--- src/rtl/spi_slave_fifo.sv ---
// SPI slave with oversampled SCLK/CS_n/MOSI and TX/RX word FIFOs on the system clock.
// Supports all four SPI modes. Sticky flags report RX overflow and TX underrun.

module spi_slave_fifo_buf #(
    parameter int unsigned WIDTH = 8,
    parameter int unsigned DEPTH = 16
) (
    input  logic                       i_Clk,
    input  logic                       i_Rst,
    input  logic                       i_Wr,
    input  logic [WIDTH-1:0]           i_Wr_Data,
    input  logic                       i_Rd,
    output logic [WIDTH-1:0]           o_Rd_Data,
    output logic [$clog2(DEPTH):0]     o_Count
);
    localparam int unsigned AW = $clog2(DEPTH);
    localparam logic [AW-1:0] PTR_ONE = 1;
    localparam logic [AW:0]   CNT_ONE = 1;

    logic [WIDTH-1:0] mem [DEPTH];
    logic [AW-1:0]    wr_ptr;
    logic [AW-1:0]    rd_ptr;

    always_ff @(posedge i_Clk) begin
        if (i_Wr) mem[wr_ptr] <= i_Wr_Data;
    end

    always_ff @(posedge i_Clk or posedge i_Rst) begin
        if (i_Rst) begin
            wr_ptr  <= '0;
            rd_ptr  <= '0;
            o_Count <= '0;
        end else begin
            if (i_Wr) wr_ptr <= wr_ptr + PTR_ONE;
            if (i_Rd) rd_ptr <= rd_ptr + PTR_ONE;
            case ({i_Wr, i_Rd})
                2'b10:   o_Count <= o_Count + CNT_ONE;
                2'b01:   o_Count <= o_Count - CNT_ONE;
                default: o_Count <= o_Count;
            endcase
        end
    end

    assign o_Rd_Data = mem[rd_ptr];
endmodule

module spi_slave_fifo #(
    parameter int unsigned       SPI_MODE  = 1,
    parameter int unsigned       WORD_W    = 8,
    parameter int unsigned       DEPTH     = 16,
    parameter logic [WORD_W-1:0] IDLE_WORD = '1
) (
    input  logic                     i_Clk,
    input  logic                     i_Rst,
    input  logic [WORD_W-1:0]        i_TX_Word,
    input  logic                     i_TX_Valid,
    output logic                     o_TX_Ready,
    output logic [WORD_W-1:0]        o_RX_Word,
    output logic                     o_RX_Valid,
    input  logic                     i_RX_Ready,
    output logic [$clog2(DEPTH):0]   o_TX_Count,
    output logic [$clog2(DEPTH):0]   o_RX_Count,
    output logic                     o_Overflow,
    output logic                     o_Underrun,
    input  logic                     i_Clear,
    input  logic                     i_SPI_Clk,
    input  logic                     i_SPI_MOSI,
    input  logic                     i_SPI_CS_n,
    output logic                     o_SPI_MISO,
    output logic                     o_SPI_MISO_OE
);
    localparam int unsigned CW = $clog2(DEPTH) + 1;
    localparam int unsigned BW = $clog2(WORD_W);
    localparam bit CPOL        = SPI_MODE[1];
    localparam bit CPHA        = SPI_MODE[0];
    localparam bit SAMPLE_RISE = (CPOL == CPHA);
    localparam logic [CW-1:0] FULL_CNT = CW'(DEPTH);
    localparam logic [BW-1:0] BIT_LAST = BW'(WORD_W - 1);
    localparam logic [BW-1:0] BIT_ONE  = 1;

    typedef enum logic [1:0] {ST_RESET, ST_ARM, ST_IDLE, ST_ACTIVE} state_t;

    state_t state, state_nxt;

    logic [2:0]        sclk_s;
    logic [2:0]        cs_s;
    logic [1:0]        mosi_s;
    logic              sclk_rise, sclk_fall, cs_fall, cs_rise;
    logic              in_word, sample_ev, shift_ev, word_done;
    logic              tx_load, tx_shift_en;
    logic [BW-1:0]     bit_cnt;
    logic [WORD_W-1:0] rx_shift, rx_word_q, tx_shift, tx_head;
    logic              rx_push_q;
    logic              tx_empty, tx_full, rx_full;
    logic              tx_push, tx_pop, rx_push, rx_pop;
    logic              ovf_set, und_set;

    always_ff @(posedge i_Clk or posedge i_Rst) begin
        if (i_Rst) begin
            sclk_s <= {3{CPOL}};
            cs_s   <= '1;
            mosi_s <= '0;
        end else begin
            sclk_s <= {sclk_s[1:0], i_SPI_Clk};
            cs_s   <= {cs_s[1:0], i_SPI_CS_n};
            mosi_s <= {mosi_s[0], i_SPI_MOSI};
        end
    end

    assign sclk_rise = sclk_s[1] & ~sclk_s[2];
    assign sclk_fall = ~sclk_s[1] & sclk_s[2];
    assign cs_fall   = ~cs_s[1] & cs_s[2];
    assign cs_rise   = cs_s[1] & ~cs_s[2];

    always_ff @(posedge i_Clk or posedge i_Rst) begin
        if (i_Rst) state <= ST_RESET;
        else       state <= state_nxt;
    end

    // A CS_n still held low across reset must be seen high before a new transfer counts.
    always_comb begin
        state_nxt = state;
        case (state)
            ST_RESET:  state_nxt = ST_ARM;
            ST_ARM:    if (cs_s[0]) state_nxt = ST_IDLE;
            ST_IDLE:   if (cs_fall) state_nxt = ST_ACTIVE;
            ST_ACTIVE: if (cs_s[1]) state_nxt = ST_IDLE;
            default:   state_nxt = ST_RESET;
        endcase
    end

    // Shift edges at bit_cnt==0 either load (CPHA=1) or trail a completed word (CPHA=0),
    // so the freshly loaded MSB is never shifted away.
    always_comb begin
        in_word     = (state == ST_ACTIVE) && !cs_s[1];
        sample_ev   = in_word && (SAMPLE_RISE ? sclk_rise : sclk_fall);
        shift_ev    = in_word && (SAMPLE_RISE ? sclk_fall : sclk_rise);
        word_done   = sample_ev && (bit_cnt == BIT_LAST);
        tx_shift_en = shift_ev && (bit_cnt != '0);
        if (CPHA) tx_load = shift_ev && (bit_cnt == '0);
        else      tx_load = ((state == ST_IDLE) && cs_fall) || word_done;
    end

    always_ff @(posedge i_Clk or posedge i_Rst) begin
        if (i_Rst) begin
            bit_cnt   <= '0;
            rx_shift  <= '0;
            rx_word_q <= '0;
            rx_push_q <= 1'b0;
            tx_shift  <= '0;
        end else begin
            rx_push_q <= word_done;
            if (cs_rise) begin
                bit_cnt <= '0;
            end else if (sample_ev) begin
                rx_shift <= {rx_shift[WORD_W-2:0], mosi_s[1]};
                if (word_done) begin
                    bit_cnt   <= '0;
                    rx_word_q <= {rx_shift[WORD_W-2:0], mosi_s[1]};
                end else begin
                    bit_cnt <= bit_cnt + BIT_ONE;
                end
            end
            if (tx_load)          tx_shift <= tx_empty ? IDLE_WORD : tx_head;
            else if (tx_shift_en) tx_shift <= {tx_shift[WORD_W-2:0], 1'b0};
        end
    end

    assign tx_empty = (o_TX_Count == '0);
    assign tx_full  = (o_TX_Count == FULL_CNT);
    assign rx_full  = (o_RX_Count == FULL_CNT);
    assign tx_push  = i_TX_Valid && !tx_full;
    assign tx_pop   = tx_load && !tx_empty;
    assign rx_pop   = o_RX_Valid && i_RX_Ready;
    assign rx_push  = rx_push_q && (!rx_full || rx_pop);
    assign ovf_set  = rx_push_q && rx_full && !rx_pop;
    assign und_set  = tx_load && tx_empty;

    always_ff @(posedge i_Clk or posedge i_Rst) begin
        if (i_Rst) begin
            o_Overflow <= 1'b0;
            o_Underrun <= 1'b0;
        end else if (i_Clear) begin
            o_Overflow <= 1'b0;
            o_Underrun <= 1'b0;
        end else begin
            if (ovf_set) o_Overflow <= 1'b1;
            if (und_set) o_Underrun <= 1'b1;
        end
    end

    spi_slave_fifo_buf #(.WIDTH(WORD_W), .DEPTH(DEPTH)) u_tx_fifo (
        .i_Clk     (i_Clk),
        .i_Rst     (i_Rst),
        .i_Wr      (tx_push),
        .i_Wr_Data (i_TX_Word),
        .i_Rd      (tx_pop),
        .o_Rd_Data (tx_head),
        .o_Count   (o_TX_Count)
    );

    spi_slave_fifo_buf #(.WIDTH(WORD_W), .DEPTH(DEPTH)) u_rx_fifo (
        .i_Clk     (i_Clk),
        .i_Rst     (i_Rst),
        .i_Wr      (rx_push),
        .i_Wr_Data (rx_word_q),
        .i_Rd      (rx_pop),
        .o_Rd_Data (o_RX_Word),
        .o_Count   (o_RX_Count)
    );

    assign o_TX_Ready    = !tx_full;
    assign o_RX_Valid    = (o_RX_Count != '0);
    assign o_SPI_MISO_OE = ~cs_s[1];
    assign o_SPI_MISO    = o_SPI_MISO_OE & tx_shift[WORD_W-1];
endmodule

--- config.mk ---
export PLATFORM = sky130hd
export DESIGN_NAME = spi_slave_fifo
export DESIGN_NICKNAME = d
export VERILOG_FILES = /design/src/rtl/spi_slave_fifo.sv
export SDC_FILE = /design/constraint.sdc
export NUM_CORES = 1
export LEC_CHECK = 0
export ABC_CLOCK_PERIOD_IN_PS = 2800
export CAP_MARGIN = 30
export CORE_ASPECT_RATIO = 1.5
export CORE_MARGIN = 2
export CORE_UTILIZATION = 55
export DETAILED_ROUTE_END_ITERATION = 12
export PLACE_DENSITY = 0.82
export RECOVER_POWER = 50
export SYNTH_ARGS = -nofsm -noshare
export SYNTH_HDL_FRONTEND = slang
export SYNTH_SLANG_ARGS = --single-unit
--- constraint.sdc ---
create_clock -name i_Clk -period 2.8 [get_ports i_Clk]
set_clock_uncertainty 0.2 [all_clocks]
set_input_delay 0.28 -clock i_Clk [delete_from_list [all_inputs] [get_ports i_Clk]]
set_output_delay 0.28 -clock i_Clk [all_outputs]
set_load 0.01 [all_outputs]
==> reports/summary.json <==
{
  "clock_tree": {
    "cts_made_buffers": 27,
    "ctsLongestPathBuffers": 3,
    "cts.htree.levels": 1,
    "clock_tree_from_tritoncts": "done",
    "cts_root_buf": "clkbuf_16",
    "worstSkewPairLatency_ns": 0.52,
    "clock_sink_count": 321,
    "clk_transition_reported_paths_ns": 0.07
  },
  "floorplanning": {
    "chipHeight_um": 192,
    "initial_core_util_pct": 56.2,
    "io_pins": 40,
    "coreArea_um2": 23100,
    "total_die_area_um2": 24900,
    "chipWidth_um": 130,
    "num_rows": 68
  },
  "timing": {
    "final_number_of_hold_violating_endpoints": 0,
    "post-route-worst-setup-slack_ns": -0.0541,
    "fmaxAchievable_mhz": 350,
    "relSlewSlack_pct": 52.2,
    "final_max_slew_viol_count": 0,
    "final.period_utilization_pct": 102,
    "worstMarginPinSlew_ns": 0.717,
    "grt_setup_unrepaired": "yes",
    "period_minus_slack_ns": 2.85,
    "setup_violation_total_in_the_final_timing_report": 5
  },
  "final_layout": {
    "postLayoutCellArea_um2": 14900,
    "antenna-diode-count": 0,
    "nFillCells": 1568,
    "post_route_cells_drive_above_1_share_pct": 26.4,
    "area_growth_pct": 14.9,
    "final_util_pct": 64.5,
    "finalNetCount": 811
  },
  "setup_path": {
    "required_ns": 2.32,
    "worst_r2r_endpoint": "u_rx_fifo.o_Count[2]$_DFFE_PP0P_",
    "worstPathMaxFanout": 8,
    "critical_path.startpoint_type": "flop",
    "timing.rr.start": "u_rx_fifo.o_Count[3]$_DFFE_PP0P_",
    "setup.reg_to_reg.worst_slack_ns": 0.05,
    "setup.worst_path.start": "u_rx_fifo.rd_ptr[0]$_DFFE_PP0P_",
    "data_arrival_time_of_the_critical_path_ns": 2.37,
    "r2r.worst_path.cells": 9,
    "crit_path_end_kind": "primary output",
    "critical_path_class": "flop to primary output"
  },
  "drt": {
    "route.detailed.drc": 0,
    "wire_per_inst_um": 22.5,
    "wirelength_um": 25000,
    "vias": 6374,
    "drt_iter0_drc": 391,
    "final_antenna_net_count": 0,
    "detailedRoute.firstPassIterationCount": 4,
    "detail_route.vias_per_cell": 5.75
  },
  "hold_path": {
    "worst_hold_startpoint": "i_Clear",
    "hold-path-cell-count": 2,
    "min_delay_worst_endpoint": "o_Overflow$_DFFE_PP0P_",
    "hold_class": "primary input to flop"
  },
  "logic_synthesis": {
    "synth.net_count": 714,
    "yosys.area.top_type_share_pct": 59.1,
    "postSynth.topFlopCell": "edfxtp_1",
    "yosysWarningCount": 0,
    "synthMostInstantiatedCell": "edfxtp_1",
    "netlist.top_cell.by_area": "edfxtp_1",
    "synth_seq_cells": 321,
    "synth_cell_types": 47,
    "synth_sequential_area_ratio_pct": 71.7,
    "postSynthCellCount": 677,
    "netlist_area_um2": 13000,
    "synth_enable_flop_cells": 256,
    "post_synth_most_frequent_cells": "edfxtp_1 (256), dfrtp_1 (62), mux4_2 (36)",
    "asyncSetResetFlopFracSynth_pct": 20.2,
    "syn-mean-instance-area_um2": 19.2,
    "synth.top_cells.by_area": "edfxtp_1 (59%), dfrtp_1 (12%), mux4_1 (6.5%), mux4_2 (6.2%), mux2_2 (2.2%)"
  },
  "job": {
    "max_cap_check_violation_count": 0
  },
  "power": {
    "peakVddDrop_v": 0.000792,
    "report.power.total_w": 0.0127,
    "power.density_cell_area_nw_per_um2": 849,
    "power.leakage_nw": 4.90
  },
  "outcome": {
    "violations": "negative setup slack",
    "status": "finished, violations left"
  },
  "global_routing": {
    "number_of_global_route_vias_before_repair": 7034,
    "grt_overflow": 0,
    "initial_antenna_violation_count": 0,
    "grt_start_max_net_pins": 53,
    "track_usage_pct": 20.9,
    "wire_length_of_the_first_global_routing_pass_um": 39000
  },
  "placement": {
    "routabilityCongestion": 0.845,
    "buffer_ports.inserted": 39,
    "dp_hpwl_um": 16600,
    "placement.cell_area_um2": 14000
  }
}
## sequential cells by signal, indices dropped and copies added (netlist names), 4 cells and up
signal,flops
u_rx_fifo.mem,128
u_tx_fifo.mem,128
rx_word_q,8
tx_shift,8
rx_shift,7
u_rx_fifo.o_Count,5
u_tx_fifo.o_Count,5
u_rx_fifo.rd_ptr,4
u_rx_fifo.wr_ptr,4
u_tx_fifo.rd_ptr,4
u_tx_fifo.wr_ptr,4
## worst max path at each step
stage                                             endpoint  slack (ns)  cells after the start
final                                         o_RX_Word[6]       -0.05                      6
after global routing                          o_RX_Word[6]       -0.12                      6
after CTS                                     o_RX_Word[5]        -0.1                      6
after detailed placement  u_tx_fifo.o_Count[4]$_DFFE_PP0P_       -0.01                     10
after global placement                        o_RX_Word[5]        0.16                      4
after floorplan           u_rx_fifo.o_Count[4]$_DFFE_PP0P_        0.01                     13
## critical path, cell delays in order, from the launching register on
cell and delay, ns:
dfrtp_2 0.38, buf_6 0.12, buf_12 0.14, buf_6 0.11
mux4_2 0.49, mux4_2 0.47, buf_6 0.14
## cell families after synthesis
kind of cell	count (synthesis)	share of synthesized area (%)
DFF	321	71.7
muxes	109	16.1
and+or+nand+nor	98	3.83
buffers and inverters	55	2.27
AOI/OAI and AO/OA	50	2.47
xor gates and xnor gates	23	1.55
adders and majority gates	21	2.08
## stage by stage
stage | setup WS (ns) | TNS (ns) | std cells | hold slack (ns)
2_1_floorplan | 0.0134 | 0 | 677 | 0.0845
3_3_place_gp | 0.156 | 0 | 1046 | 0.137
3_5_place_dp | -0.0114 | -0.0114 | 1046 | 0.144
4_1_cts | -0.0984 | -0.519 | 1105 | 0.0203
5_1_grt | -0.123 | -0.761 | 1109 | 0.115
6_report | -0.0541 | -0.172 | 1109 | 0.136
## layout by cell type, fill, tap and decap left out, drive strengths merged, types with 3 or more instances in the layout
master         count
a21oi              7
a221oi             7
a31oi              8
and2               4
buf               67
bufinv             3
clkbuf            38
clkdlybuf4s50     19
clkinv             7
dfrtp             62
dfstp              3
dlygate4sd3       14
edfxtp           256
ha                20
inv               22
mux2              25
mux2i             16
mux4              68
nand2             23
nand2b             6
nand3b             4
nand4              5
nor2              32
nor2b              5
nor3               5
nor3b              3
nor4               5
o21a               3
o21ai             12
o22ai              6
xnor2             16
xor2               7
## report_power, final
part,internal (W),switching [W],leakage (nW)
logic,0.00162,0.00147,1.58
registers,0.00555,0.000385,2.90
clock network,0.00209,0.00157,0.416
total,0.00926,0.00342,4.90
## metal layers
layer | GRT usage, % | share of wire [%] | wire length (µm) | vias to the layer above
met5 | 0 | 0 | 0 | -
met4 | 7.28 | 3.1 | 769 | 0
met3 | 2.52 | 3.4 | 838 | 59
met2 | 41.1 | 59 | 14700 | 173
met1 | 22.7 | 35 | 8720 | 3295
li1 | - | - | - | 2847
## timing repair
action / CTS / global route
endpoints found under the setup margin: 9 / 11
endpoints found under the hold margin: 13 / 0
gates resized for setup: 68 / 12
gates cloned: 2 / 0
hold buffers: 2 / 0
setup buffers: 6 / 5
pin swaps: 0 / 6
## cell type report
class | count | area [µm²] | share of cell area (%)
Clock buffer | 37 | 723 | 4.84
Clock inverter | 12 | 138 | 0.921
Timing Repair Buffer | 101 | 942 | 6.31
Sequential cell | 321 | 9320 | 62.4
Inverter | 22 | 87.6 | 0.586
Multi-Input combinational cell | 301 | 3330 | 22.3
Tap cell | 315 | 394 | 2.64
Power figures use the tool's default switching activity.
